===== src/rtl/mux_pkg.sv =====
`default_nettype none
// ============================================================================
// mux_pkg : shared mode encodings and constant helpers for arb_mux_reg
// Revision : 1.0
// ============================================================================
package mux_pkg;

    localparam int MUX_MODE_SELECT = 0;
    localparam int MUX_MODE_RR     = 1;

    // Elaboration-time ceil(log2(n)); kept for flows without $clog2.
    function automatic int clog2(input int n);
        int r;
        int v;
        r = 0;
        v = n - 1;
        while (v > 0) begin
            r = r + 1;
            v = v >> 1;
        end
        return r;
    endfunction

endpackage
`default_nettype wire


===== src/rtl/rr_picker.sv =====
`default_nettype none
// ============================================================================
// rr_picker : combinational round-robin search starting after 'last'
// Revision : 1.0
// ============================================================================
module rr_picker
    import mux_pkg::*;
#(
    parameter int NUM_IN = 4,
    parameter int SEL_W  = clog2(NUM_IN)
) (
    input  logic [NUM_IN-1:0] req,
    input  logic [SEL_W-1:0]  last,
    output logic [SEL_W-1:0]  gnt_idx,
    output logic              gnt_any
);

    logic [SEL_W-1:0] w_idx;

    // Offsets 1..NUM_IN visit every channel once, ending back at 'last'.
    always_comb begin
        gnt_idx = '0;
        gnt_any = 1'b0;
        w_idx   = '0;
        for (int k = 1; k <= NUM_IN; k++) begin
            w_idx = SEL_W'((32'(last) + 32'(k)) % 32'(NUM_IN));
            if (!gnt_any && req[w_idx]) begin
                gnt_any = 1'b1;
                gnt_idx = w_idx;
            end
        end
    end

endmodule
`default_nettype wire


===== src/rtl/arb_mux_reg.sv =====
`default_nettype none
// ============================================================================
// arb_mux_reg : N-input registered mux with valid/ready, select or round-robin
// Revision : 1.0
// ============================================================================
module arb_mux_reg
    import mux_pkg::*;
#(
    parameter int WIDTH  = 32,
    parameter int NUM_IN = 4,
    parameter int SEL_W  = clog2(NUM_IN),
    parameter int MODE   = MUX_MODE_SELECT
) (
    input  logic                    Clk,
    input  logic                    Rst,
    input  logic [NUM_IN*WIDTH-1:0] in_data,
    input  logic [NUM_IN-1:0]       in_valid,
    output logic [NUM_IN-1:0]       in_ready,
    input  logic [SEL_W-1:0]        sel,
    output logic [WIDTH-1:0]        out_data,
    output logic                    out_valid,
    input  logic                    out_ready,
    output logic [SEL_W-1:0]        out_src
);

    logic [WIDTH-1:0] out_data_q;
    logic [WIDTH-1:0] out_data_d;
    logic [SEL_W-1:0] out_src_q;
    logic [SEL_W-1:0] out_src_d;
    logic             out_valid_q;
    logic             out_valid_d;

    logic             w_load_en;
    logic             w_xfer;
    logic [SEL_W-1:0] w_gnt_idx;
    logic             w_gnt_valid;
    logic [WIDTH-1:0] w_chan [NUM_IN];

    for (genvar i = 0; i < NUM_IN; i++) begin : g_unpack
        assign w_chan[i] = in_data[i*WIDTH +: WIDTH];
    end

    if (MODE == MUX_MODE_RR) begin : g_rr
        logic [SEL_W-1:0] rr_last_q;
        logic [SEL_W-1:0] rr_last_d;
        logic             w_unused_sel;

        assign w_unused_sel = ^sel;

        rr_picker #(
            .NUM_IN (NUM_IN),
            .SEL_W  (SEL_W)
        ) u_picker (
            .req     (in_valid),
            .last    (rr_last_q),
            .gnt_idx (w_gnt_idx),
            .gnt_any (w_gnt_valid)
        );

        // A grant that is not taken (stall) must not move the pointer.
        assign rr_last_d = w_xfer ? w_gnt_idx : rr_last_q;

        always_ff @(posedge Clk) begin
            if (Rst) begin
                rr_last_q <= SEL_W'(NUM_IN - 1);
            end else begin
                rr_last_q <= rr_last_d;
            end
        end
    end else begin : g_sel
        // Out-of-range selects fall back to channel 0 like the legacy muxes.
        assign w_gnt_idx   = (32'(sel) < 32'(NUM_IN)) ? sel : '0;
        assign w_gnt_valid = 1'b1;
    end

    assign w_load_en = !out_valid_q || out_ready;
    assign in_ready  = (!Rst && w_load_en && w_gnt_valid) ? (NUM_IN'(1) << w_gnt_idx) : '0;
    assign w_xfer    = |(in_valid & in_ready);

    always_comb begin
        out_data_d  = out_data_q;
        out_src_d   = out_src_q;
        out_valid_d = out_valid_q;
        if (w_xfer) begin
            out_data_d  = w_chan[w_gnt_idx];
            out_src_d   = w_gnt_idx;
            out_valid_d = 1'b1;
        end else if (out_ready) begin
            out_valid_d = 1'b0;
        end
    end

    always_ff @(posedge Clk) begin
        if (Rst) begin
            out_data_q  <= '0;
            out_src_q   <= '0;
            out_valid_q <= 1'b0;
        end else begin
            out_data_q  <= out_data_d;
            out_src_q   <= out_src_d;
            out_valid_q <= out_valid_d;
        end
    end

    assign out_data  = out_data_q;
    assign out_src   = out_src_q;
    assign out_valid = out_valid_q;

endmodule
`default_nettype wire


===== config.mk =====
export PLATFORM = sky130hd
export DESIGN_NAME = arb_mux_reg
export DESIGN_NICKNAME = d
export VERILOG_FILES = /design/src/rtl/mux_pkg.sv /design/src/rtl/rr_picker.sv /design/src/rtl/arb_mux_reg.sv
export SDC_FILE = /design/constraint.sdc
export NUM_CORES = 1
export LEC_CHECK = 0
export ABC_CLOCK_PERIOD_IN_PS = 2250
export CAP_MARGIN = 20
export CORE_AREA = 2 2 146 77
export DETAILED_ROUTE_END_ITERATION = 10
export DIE_AREA = 0 0 148 79
export PLACE_DENSITY = 0.6
export SLEW_MARGIN = 20
export SYNTH_ARGS = -nofsm -noshare
export SYNTH_HDL_FRONTEND = slang
export SYNTH_HIERARCHICAL = 1
export SYNTH_SLANG_ARGS = --single-unit

===== constraint.sdc =====
create_clock -name Clk -period 2.25 [get_ports Clk]
set_input_delay 0.45 -clock Clk [delete_from_list [all_inputs] [get_ports Clk]]
set_output_delay 0.45 -clock Clk [all_outputs]
set_load 0.1 [all_outputs]

# After elaboration in Yosys (flattened, before gate mapping)
# Index checks and enable logic that the tools add are counted.
word_totals:
  regBits: 35
  out_inout_bits: 39
  word_cells: 19
  in_bits: 137
op_classes:
  bitwise: 2
  mux: 6
  shift: 1
  n_reduce_logical: 6
  n_lt_le_gt_ge: 1
op_table:
  columns: ["op", "count"]
  rows:
  - ["32-bit binary-select mux with 2-bit select", 1]
  - ["32-bit 2-to-1 mux", 2]
  - ["4-bit AND", 1]
  - ["4-bit 2-to-1 mux", 1]
  - ["4-bit OR reduction", 1]
  - ["1-bit by 2-bit left shift with 4-bit output, first input constant", 1]
  - ["3-bit greater-or-equal comparator, second input constant", 1]
  - ["2-bit inverter with 3-bit output", 1]
  - ["1-bit zero test", 2]
  - ["1-bit 2-to-1 mux", 2]
  - ["2-bit nonzero test", 1]
  - ["1-bit logical AND", 1]
  - ["1-bit logical OR", 1]

# Depth between registers and ports, before layout
depth:
  depth_word: 7
  depth_mapped: 6
  ltp_nobuf: 3

# Worst setup path after synthesis
# No wires, ideal clock.
synth_path:
  path_type: "flip-flop to output port"
  start: "register out_valid_q, in the netlist out_valid"
  end: "output in_ready[0]"
  path_buffers: 1
  setup_slack_ns: -0.889
  stages_incl_launch_ff: 5
  arrival_ns: 2.689
  t_required_ns: 1.800
  path_cell_list: "dfxtp_1 nand2b_1 clkbuf_1 nor3b_1 nor2b_1"
synth_between:
  elab_chain_len: 4
synth_rtl:
  columns: ["element", "line_no", "text"]
  rows:
  - ["start: declaration", "arb_mux_reg.sv:30", "logic out_valid_q;"]
  - ["start signal: assignment", "arb_mux_reg.sv:101", "out_valid_q <= out_valid_d;"]
  - ["1-bit zero test", "arb_mux_reg.sv:76", "assign w_load_en = !out_valid_q || out_ready;"]
  - ["1-bit logical OR", "arb_mux_reg.sv:76", null]
  - ["1-bit logical AND", "arb_mux_reg.sv:77", "assign in_ready = (!Rst && w_load_en && w_gnt_valid) ? (NUM_IN'(1) << w_gnt_idx) : '0;"]
  - ["4-bit 2-to-1 mux", "arb_mux_reg.sv:77", null]
  - ["end: declaration", "arb_mux_reg.sv:18", "output logic [NUM_IN-1:0] in_ready,"]
# No other way between the ends.

# Worst setup path in the final report
layout_path:
  start: "input out_ready"
  end: "output in_ready[1]"
layout_between:
  elab_chain_len: 3
layout_rtl:
  columns: ["element", "line_no", "text"]
  rows:
  - ["start: declaration", "arb_mux_reg.sv:22", "input logic out_ready,"]
  - ["1-bit logical OR", "arb_mux_reg.sv:76", null]
  - ["1-bit logical AND", "arb_mux_reg.sv:77", null]
  - ["4-bit 2-to-1 mux", "arb_mux_reg.sv:77", null]
# No other way between the ends.

==> summary.md <==
| Metric | Value |
|---|---|
| Status | completed |
| Setup Buffers After CTS | 0 |
| First-pass GRT wire length | about 14000 um |
| Iteration-0 DRC Markers | 73 |
| Final setup skew | 0.003735 ns |
| Core area | 0.01054 mm2 |
| Antenna cells | 0 |
| Mean area per synthesized cell | roughly 10 um2 |
| Reg2reg end | out_src[1]$_SDFFE_PP0P_ |
| Wire per inst | 15.75 um |
| Clk pwr share | 28.1% |
| Initial Util | 24.12% |
| Via count | 2638 |
| Setup tns final | 0 ns |
| Slowest-stage cell, CP | clkdlybuf4s50_1 |
| Max-Slew Margin vs Limit | 67.38% |
| Share of layout cells above drive strength 1 | 28.08% |
| Max Root-Sink Buffers | 2 |
| Most common cell after layout, fill and taps aside | clkdlybuf4s50_1 |
| RSZ-0062 raised after global routing | no |
| Met1 wire length | 4036 um |
| Total power | 2.369 mW |
| Combinational power share | 42.9% |
| VDD IR max | 0.0002087 V |
| Pre-antenna DRT Iters | 4 |
| Kind of critical path | in -> out |
| Reg power frac | between 20 and 30% |
| Period minus WS final | about 2.2 ns |
| Synth-to-Final Area Change | 77.46% |
| Vias/cell | 4.788 |
| Clock transition at path regs | around 0.05 ns |
| Final setup violation count | 0 |
| Seq cells post-synth | 35 |
| Die width | 148 um |
| CP Buf/Inv Count | 3 |
| Worst path max stage delay | 0.40 ns |
| Worst R2R Path Depth | 5 |
| Row cnt | 27 |
| Worst-Margin Slew | just under 0.5 ns |
| Die Area | 0.01169 mm2 |
| Pwr dens | 525.1 mW/mm2 |
| Top_reg_cell synth | dfxtp_1 |
| FMAX | around 460 MHz |
| Clock sinks | 35 |
| Crit end category | output pin |
| Worst skew pair latency | 0.28 ns |
| R2R Setup Slk | 0.98 ns |
| GPL Wtd Cong | 0.7126 |
| Post-synthesis sequential area ratio | 27.56% |
| Detailed Place HPWL | 6493 um |
| YS warnings | 6 |
| Clk root buf | clkbuf_16 |
| Crit-path max FO | 3 |
| CP Cell Sequence | clkdlybuf4s50_1 -> nand2b_2 -> nor3b_2 -> buf_4 -> and2_2 -> buf_12 |
| Highest metal used | met4 |
| Fin crit share | 96.85% |
| Crit. path cell count | 6 |
| Most frequent cells in the layout | 133 x clkdlybuf4s50_1, 43 x buf_4, 34 x dfxtp_1 |
| Final ANT Viol Nets | 0 |
| Asr flop ratio synth | 0% |
| Layout Cells excl Fill | 551 |
| Worst Setup EP | in_ready[1] |
| Min-delay worst type | reg -> reg |
| Post-Syn Area | 0.002542 mm2 |
| Cell count after synthesis | 246 |
| Worst reg2reg startpoint | out_valid$_SDFFE_PP0P_ |
| DRT Wirelength | 8680 um |
| FILL cells | 1040 |
| Req. time, crit path | 1.80 ns |
| Inst Count DP | 543 |
| Metal2 WL | between 3000 and 4000 um |
| Port-buffer cells | 175 |
| CTS tree | built |
| Max Cap Viol | 0 |
| CP startpoint kind | input port |
| Slew Viols, Final | 0 |
| Met3 routed WL | about 990 um |
| Number of synthesized flops with an enable pin | 0 |
| Layout net count | between 500 and 600 |
| Tot GR Track Use | 14.80% |
| Delay-heaviest family, CP | buffers and inverters |
| Final Hold Violating Endpoints | 0 |
| Post-Syn Nets | 383 |
| IO Count | 176 |
| H-tree depth | 2 |
| Netlist cell types | 22 |
| Net switching power | 851.7 uW |
| Setup crit start | out_ready |
| Worst path arrival time | 1.73 ns |
| Static leakage | 1.605 nW |
| Vias in the first global route | 2664 |
| DRC errors left | 0 |
| Largest net degree at the start of global routing | 69 |
| Die height | 79 um |
| Initial antenna violation count | 0 |
| Gr ovfl total | 0 |
| Sw Ratio | 35.95% |
| Internal Pwr Total | roughly 1.5 mW |
| Inserted Clock Buffers | 5 |
==> worst register-to-register path, stage by stage (launching register included) <==
cell and delay (ns):
dfxtp_2 0.32, nand2b_2 0.10, buf_4 0.14, buf_12 0.28, a31oi_1 0.14, a211oi_1 0.21
==> synth_stat cells (3+ instances only) <==
library cell	n	area, um2
a21oi_1	21	105.1
a21oi_2	13	113.9
a31o_1	33	289.0
buf_2	5	25.02
buf_4	3	22.52
buf_6	5	56.30
clkbuf_1	20	75.07
dfxtp_1	35	700.7
inv_1	34	127.6
mux4_2	33	743.2
nand4_1	33	206.5
==> state kept, by name, summed over array words and instances (netlist names) <==
name and count:
out_valid 1, out_data 32, out_src 2
==> power by group through the flow <==
stage	combinational, mW	clock [mW]	sequential, mW
4_1_cts	1.02	0.697	0.686
5_1_grt	1.07	0.734	0.691
3_5_place_dp	1.02	0	0.699
2_1_floorplan	0.348	0	0.999
6_report	1.02	0.666	0.686
3_3_place_gp	1.01	0	0.697
==> metal layers <==
layer | track usage [%] | vias to the layer above
met5 | 0 | -
met4 | 3.143 | 0
met3 | 6.149 | 8
met2 | 22.45 | 121
met1 | 19.79 | 1242
li1 | - | 1267
==> stage by stage <==
step	setup WS [ns]	hold slack [ns]	instance area, um2	utilization (%)
6_report	0.07097	0.5300	4512	42.81
5_1_grt	0.03720	0.5637	4512	42.81
4_1_cts	0.05486	0.5307	4507	42.76
3_5_place_dp	0.07730	0.5221	4369	41.45
3_3_place_gp	0.08888	0.5177	4369	41.45
2_1_floorplan	0.09664	0.6611	2559	-
==> worst min-delay path by stage <==
stage,start,to,slack [ns],cells past startpoint
finish,out_data[27]$_SDFFE_PP0P_,out_data[27]$_SDFFE_PP0P_,0.53,3
global route,out_data[19]$_SDFFE_PP0P_,out_data[19]$_SDFFE_PP0P_,0.56,3
CTS,out_data[27]$_SDFFE_PP0P_,out_data[27]$_SDFFE_PP0P_,0.53,3
detailed placement,out_data[27]$_SDFFE_PP0P_,out_data[27]$_SDFFE_PP0P_,0.52,3
global placement,out_data[22]$_SDFFE_PP0P_,out_data[22]$_SDFFE_PP0P_,0.52,3
floorplan,in_valid[0],out_src[1]$_SDFFE_PP0P_,0.66,2
==> timing repair <==
action                     in CTS  in global routing
setup endpoints to repair       0                  2
hold buffers                    0                  0
resized for setup               0                  1
==> cell type report <==
class	instances	area [um2]	area share, %
flip-flops and latches	35	701.9	15.56
well taps	145	181.4	4.021
multi-input cells	142	1550	34.36
clock inverters	1	5.005	0.1109
inverters	35	131.4	2.912
clock buffers	7	132.6	2.940
repair buffers	186	1809	40.10
==> cells by family after synthesis <==
family | share of synthesized area [%]
mux | 29.68
flops | 27.56
buf+inv | 12.35
compound gates | 20.52
simple gates | 9.892
Note: power is estimated with default switching activity, not from simulation.
